[config.mk]
export PLATFORM = sky130hd
export DESIGN_NAME = alu_arbiter_flat
export DESIGN_NICKNAME = d
export VERILOG_FILES = /design/src/rtl/alu_arbiter_if.sv /design/src/rtl/alu_arbiter.sv /design/src/flat_wrapper.sv
export SDC_FILE = /design/constraint.sdc
export NUM_CORES = 1
export LEC_CHECK = 0
export ABC_AREA = 1
export BUFFER_PORTS_ARGS = -buffer_cell sky130_fd_sc_hd__buf_2
export CAP_MARGIN = 20
export CORE_MARGIN = 2
export CORE_UTILIZATION = 25
export CTS_CLUSTER_SIZE = 24
export DETAILED_ROUTE_END_ITERATION = 16
export GPL_TIMING_DRIVEN = 0
export PLACE_DENSITY_LB_ADDON = 0.15
export SYNTH_ARGS = -nofsm -noshare
export SYNTH_HDL_FRONTEND = slang
export SYNTH_SLANG_ARGS = --single-unit
[constraint.sdc]
create_clock -name clk -period 1.3 [get_ports clk]
set_input_delay 0.26 -clock clk [delete_from_list [all_inputs] [get_ports clk]]
set_output_delay 0.26 -clock clk [all_outputs]
set_load 0.1 [all_outputs]
[src/rtl/alu_arbiter_if.sv]
// Requester-side handshake bundle for alu_arbiter: one operation request
// channel and one result response channel per requester.
interface alu_arbiter_if #(
    parameter int DW   = 32,
    parameter int SELW = 4
);
    logic            req_valid;
    logic            req_ready;
    logic [DW-1:0]   req_opA;
    logic [DW-1:0]   req_opB;
    logic [SELW-1:0] req_sel;
    logic            rsp_valid;
    logic            rsp_ready;
    logic [DW-1:0]   rsp_result;

    modport master (
        output req_valid, req_opA, req_opB, req_sel, rsp_ready,
        input  req_ready, rsp_valid, rsp_result
    );

    modport slave (
        input  req_valid, req_opA, req_opB, req_sel, rsp_ready,
        output req_ready, rsp_valid, rsp_result
    );
endinterface

[src/rtl/alu_arbiter.sv]
// Two-requester arbiter sharing one combinational ALU, one-entry response slot per requester.
// Define ALU_ARB_FIXED_PRI_EN for fixed priority (requester 0 wins); default is round-robin.
module alu_arbiter #(
    parameter int DW   = 32,
    parameter int SELW = 4
) (
    input  logic            clk,
    input  logic            rst,
    alu_arbiter_if.slave    req0,
    alu_arbiter_if.slave    req1,
    output logic [DW-1:0]   alu_opA,
    output logic [DW-1:0]   alu_opB,
    output logic [SELW-1:0] alu_sel,
    input  logic [DW-1:0]   alu_out
);

    typedef enum logic {
        S_EMPTY = 1'b0,
        S_FULL  = 1'b1
    } slot_t;

    slot_t           r_slot0_p1;
    slot_t           r_slot1_p1;
    logic [DW-1:0]   r_res0_p1;
    logic [DW-1:0]   r_res1_p1;

    logic            w_free0;
    logic            w_free1;
    logic            w_elig0;
    logic            w_elig1;
    logic            w_gnt0;
    logic            w_gnt1;

    // A full slot being drained this cycle can accept a new result on the same edge.
    assign w_free0 = (r_slot0_p1 == S_EMPTY) || req0.rsp_ready;
    assign w_free1 = (r_slot1_p1 == S_EMPTY) || req1.rsp_ready;
    assign w_elig0 = !rst && req0.req_valid && w_free0;
    assign w_elig1 = !rst && req1.req_valid && w_free1;

`ifdef ALU_ARB_FIXED_PRI_EN
    assign w_gnt0 = w_elig0;
    assign w_gnt1 = w_elig1 && !w_elig0;
`else
    logic r_last_gnt;

    // r_last_gnt = 1 means requester 1 was served last, so requester 0 wins a tie.
    assign w_gnt0 = w_elig0 && (!w_elig1 || r_last_gnt);
    assign w_gnt1 = w_elig1 && !w_gnt0;
`endif

    assign req0.req_ready  = w_gnt0;
    assign req1.req_ready  = w_gnt1;
    assign req0.rsp_valid  = (r_slot0_p1 == S_FULL);
    assign req1.rsp_valid  = (r_slot1_p1 == S_FULL);
    assign req0.rsp_result = r_res0_p1;
    assign req1.rsp_result = r_res1_p1;

    always_comb begin
        alu_opA = '0;
        alu_opB = '0;
        alu_sel = '0;
        if (w_gnt0) begin
            alu_opA = req0.req_opA;
            alu_opB = req0.req_opB;
            alu_sel = req0.req_sel;
        end else if (w_gnt1) begin
            alu_opA = req1.req_opA;
            alu_opB = req1.req_opB;
            alu_sel = req1.req_sel;
        end
    end

    // p0 -> p1: ALU result captured into the granted requester's slot.
    always_ff @(posedge clk) begin
        if (rst) begin
            r_slot0_p1 <= S_EMPTY;
            r_slot1_p1 <= S_EMPTY;
            r_res0_p1  <= '0;
            r_res1_p1  <= '0;
`ifndef ALU_ARB_FIXED_PRI_EN
            r_last_gnt <= 1'b1;
`endif
        end else begin
            if (w_gnt0) begin
                r_slot0_p1 <= S_FULL;
                r_res0_p1  <= alu_out;
            end else if ((r_slot0_p1 == S_FULL) && req0.rsp_ready) begin
                r_slot0_p1 <= S_EMPTY;
            end
            if (w_gnt1) begin
                r_slot1_p1 <= S_FULL;
                r_res1_p1  <= alu_out;
            end else if ((r_slot1_p1 == S_FULL) && req1.rsp_ready) begin
                r_slot1_p1 <= S_EMPTY;
            end
`ifndef ALU_ARB_FIXED_PRI_EN
            if (w_gnt0 || w_gnt1) begin
                r_last_gnt <= w_gnt1;
            end
`endif
        end
    end

endmodule

[src/flat_wrapper.sv]
// flat-port wrapper written by rule: the top's interface ports become plain ports
module alu_arbiter_flat 
#(
    parameter int DW   = 32,
    parameter int SELW = 4
)
  (clk, rst, alu_opA, alu_opB, alu_sel, alu_out, req0_req_valid, req0_req_opA, req0_req_opB, req0_req_sel, req0_rsp_ready, req0_req_ready, req0_rsp_valid, req0_rsp_result, req1_req_valid, req1_req_opA, req1_req_opB, req1_req_sel, req1_rsp_ready, req1_req_ready, req1_rsp_valid, req1_rsp_result);
  alu_arbiter_if #(.DW(DW), .SELW(SELW)) req0_i ();
  alu_arbiter_if #(.DW(DW), .SELW(SELW)) req1_i ();
  input  logic clk;
  input  logic rst;
  output logic [DW-1:0] alu_opA;
  output logic [DW-1:0] alu_opB;
  output logic [SELW-1:0] alu_sel;
  input  logic [DW-1:0] alu_out;
  input wire logic [$bits(req0_i.req_valid)-1:0] req0_req_valid;
  input wire logic [$bits(req0_i.req_opA)-1:0] req0_req_opA;
  input wire logic [$bits(req0_i.req_opB)-1:0] req0_req_opB;
  input wire logic [$bits(req0_i.req_sel)-1:0] req0_req_sel;
  input wire logic [$bits(req0_i.rsp_ready)-1:0] req0_rsp_ready;
  output wire logic [$bits(req0_i.req_ready)-1:0] req0_req_ready;
  output wire logic [$bits(req0_i.rsp_valid)-1:0] req0_rsp_valid;
  output wire logic [$bits(req0_i.rsp_result)-1:0] req0_rsp_result;
  input wire logic [$bits(req1_i.req_valid)-1:0] req1_req_valid;
  input wire logic [$bits(req1_i.req_opA)-1:0] req1_req_opA;
  input wire logic [$bits(req1_i.req_opB)-1:0] req1_req_opB;
  input wire logic [$bits(req1_i.req_sel)-1:0] req1_req_sel;
  input wire logic [$bits(req1_i.rsp_ready)-1:0] req1_rsp_ready;
  output wire logic [$bits(req1_i.req_ready)-1:0] req1_req_ready;
  output wire logic [$bits(req1_i.rsp_valid)-1:0] req1_rsp_valid;
  output wire logic [$bits(req1_i.rsp_result)-1:0] req1_rsp_result;
  assign req0_i.req_valid = req0_req_valid;
  assign req0_i.req_opA = req0_req_opA;
  assign req0_i.req_opB = req0_req_opB;
  assign req0_i.req_sel = req0_req_sel;
  assign req0_i.rsp_ready = req0_rsp_ready;
  assign req0_req_ready = req0_i.req_ready;
  assign req0_rsp_valid = req0_i.rsp_valid;
  assign req0_rsp_result = req0_i.rsp_result;
  assign req1_i.req_valid = req1_req_valid;
  assign req1_i.req_opA = req1_req_opA;
  assign req1_i.req_opB = req1_req_opB;
  assign req1_i.req_sel = req1_req_sel;
  assign req1_i.rsp_ready = req1_rsp_ready;
  assign req1_req_ready = req1_i.req_ready;
  assign req1_rsp_valid = req1_i.rsp_valid;
  assign req1_rsp_result = req1_i.rsp_result;
  alu_arbiter #(.DW(DW), .SELW(SELW)) u_core (.clk(clk), .rst(rst), .req0(req0_i), .req1(req1_i), .alu_opA(alu_opA), .alu_opB(alu_opB), .alu_sel(alu_sel), .alu_out(alu_out));
endmodule
==> reports/qor.csv <==
metric;value;unit
Sink Count;67;
switching part of the total;0.452;
row count;42;
Num CTS Buffers;9;
ys flop type;dfxtp_1;
final number of setup-violating endpoints;138;
top cell type's share of synthesized area;0.396;
sequential power share;0.235;
Avg Synthesized Cell Area;6.10;sq um
status;finished, violations left;
post-synthesis simple-gate area fraction;0.442;
post-synthesis mux area share;0;
Netlist cell types;17;
Ports;310;
initial antenna violation count;6;
synth warn;0;
Fmax;487;MHz
vias in the first global route;4824;
Hold Slack;143;ps
# DRC;0;
top-count cell post-synth;nand2_1;
final WL;17.5;mm
Clock Root Buffer;clkbuf_16;
DP Area;6420;sq um
clock tree buffer depth;2;
gr ovfl total;0;
FFs w/ async S/R, synth;0;
RSZ-0062 raised after global routing;yes;
crit start category;register;
failing checks;negative setup slack;
power share of the clock group;0.240;
adder-cell share of the synthesized area;0;
overall power;9810;uW
final instance area;8920;sq um
slew margin rel.;0.555;
min-delay worst type;input pin to register;
compound-cell area share of the yosys netlist;0.0517;
Area Growth Syn to Fin;163;%
Worst Tran Pin Value;667;ps
Worst-path clk slew;50;ps
worst path required time;1040;ps
total number of vias;4858;
Critical Path Fanout Max;5;
Initial Utilization;0.256;
latest clock arrival within the worst-skew pair;320;ps
switching power total;4440;uW
arrival time worst endpoint;1790;ps
DPL Wire Length;12.2;mm
Total GRT Usage;0.231;
Final Net Count;1078;
PD cells;1100;nW/um^2
share of cells above drive strength 1;0.623;
XOR/XNOR share of the synthesized area;0;
Worst Skew;4.68;ps
Die Y;120;microns
sequential share of the synthesized area;0.396;
number of synthesized flops with an enable pin;0;
routability cong.;0.776;
Final Hold Viols;0;
synthesized area;3390;sq um
Filler cells;1059;
#FFs+latches synth;67;
top post-synthesis cells by count;nand2_1 (243), dfxtp_1 (67), nor2_1 (66);
Die Wd;120;microns
largest cells by area after synthesis;dfxtp_1 (40%), nand2_1 (27%), nand3_1 (9.6%), nor2_1 (7.3%), inv_1 (4.0%);
Min Clock Period, post-route;2050;ps
Register Area;1350;sq um
P_int;5370;uW
Syn Nets;729;
DR WL/cell;16.1;microns
CTS tree;yes;
final antenna-violating net count;0;
core area;13200;sq um
# Max-Cap Violations;0;
port bufs;309;
largest family of logic cells by synthesized area;simple AND/OR/NAND/NOR gates;
crit end category;output pin;
largest net degree at the start of global routing;12;
combinational power share;0.525;
first-pass GRT wire length;26.3;mm
final worst slack;-751;ps
Tcrit/Tclk final;1.58;
DRT iter0 DRCs;168;
hold_buf cts;0;
Worst VDD drop;1.02;mV
DRT Pass-1 Iters;6;
Leak Pwr;0.00420;uW
Die ar.;14500;sq um
Synth area leader;dfxtp_1;
Final Max Tran Viols;0;
multi-input logic area;3210;sq um
H-tree levels;3;
Synth Instances;555;
crit path kind;register to output pin;
vias per cell;4.46;
[power groups by stage]
stage	Sequential, uW	Combinational, uW	Clock, uW
after floorplan	3430	2190	0
after global placement	2320	4010	0
after detailed placement	2330	4030	0
after CTS	2300	5070	2400
after global routing	2320	5340	2510
final	2300	5150	2360
[cell families after synthesis]
family                 count (synthesis)
and+or+nand+nor                      376
DFF                                   67
buffers and inverters                 77
AOI/OAI and AO/OA                     35
[critical path: stages, from the launching register on]
cell	delay (ps)
dfxtp_4	340
inv_2	40
nor2_4	130
nor2_4	60
a21oi_4	200
buf_6	200
buf_12	130
nand2_2	100
nand2_8	90
buf_12	170
[sequential cells by signal, indices dropped and copies added, names as in the netlist]
signal	count
u_core.req0.rsp_result	32
u_core.r_last_gnt	1
u_core.req0.rsp_valid	1
u_core.req1.rsp_result	32
u_core.req1.rsp_valid	1
[cells in the final DEF, fill, tap and decap left out]
cell type | synthesis | routed
dfxtp_4 | 0 | 2
inv_1 | 36 | 35
buf_12 | 0 | 79
a21oi_1 | 2 | 1
clkinv_4 | 0 | 1
dfxtp_2 | 0 | 1
nand2_2 | 1 | 70
o21ai_2 | 0 | 4
nand2_4 | 0 | 9
clkbuf_16 | 0 | 12
a21oi_4 | 0 | 1
inv_2 | 3 | 3
buf_2 | 14 | 177
nand2_1 | 243 | 93
buf_8 | 0 | 9
clkbuf_8 | 0 | 4
nand2_8 | 0 | 72
clkbuf_4 | 0 | 3
bufinv_16 | 0 | 1
clkinv_2 | 0 | 3
diode_2 | 0 | 5
buf_6 | 4 | 16
clkbuf_1 | 7 | 6
buf_1 | 3 | 3
nor2_4 | 0 | 2
dfxtp_1 | 67 | 64
buf_4 | 9 | 70
buf_16 | 0 | 7
nand3_2 | 0 | 18
clkbuf_2 | 1 | 1
nand3_1 | 65 | 47
inv_8 | 0 | 1
o21ai_1 | 10 | 29
nor2_1 | 66 | 65
[layer usage]
| metal | vias to the layer above | share of wire | routed length, microns | global-route usage |
|---|---|---|---|---|
| met3 | 38 | 0.073 | 1280 | 0.0566 |
| met1 | 2210 | 0.37 | 6440 | 0.266 |
| met5 | - | 0.00091 | 16 | 0 |
| met2 | 199 | 0.53 | 9220 | 0.409 |
| li1 | 2409 | - | - | - |
| met4 | 2 | 0.034 | 600 | 0.0901 |
[final cells by class]
cell class / count / share of cell area
sequential: 67 / 0.151
tap: 176 / 0.0247
antenna: 5 / 0.00140
buffer: 36 / 0.0494
timing repair buffer: 340 / 0.364
clock buffer: 11 / 0.0261
multi-input combinational: 411 / 0.360
inverter: 39 / 0.0173
clock inverter: 5 / 0.00603
[per-stage QoR]
| step | std cells | utilization | setup slack, ps | setup TNS, ps |
|---|---|---|---|---|
| 6_report | 1090 | 0.674 | -751 | -67470 |
| 3_5_place_dp | 1040 | 0.485 | -1070 | -72600 |
| 5_1_grt | 1090 | 0.674 | -841 | -78060 |
| 4_1_cts | 1078 | 0.659 | -771 | -63870 |
| 2_1_floorplan | 555 | - | -511 | -37220 |
| 3_3_place_gp | 1040 | 0.485 | -1040 | -70120 |
[worst paths after layout]
kind	cells past startpoint	slack, ps	startpoint	end
worst max register to register	12	-380	u_core.req0.rsp_valid	u_core.req1.rsp_result[3]
worst min register to register	2	460	u_core.req0.rsp_result[25]	u_core.req0.rsp_result[25]
worst min-delay path	2	140	rst	u_core.req1.rsp_valid
worst max-delay path	9	-750	u_core.req0.rsp_valid	alu_opA[18]
[timing repair]
item / 4_1_cts / 5_1_grt
setup buffers: 14 / 5
gates cloned: 10 / 2
pin swaps: 5 / 9
endpoints found under the setup margin: 189 / 139
gates resized for setup: 522 / 22
(Power assumes the default switching activity.)
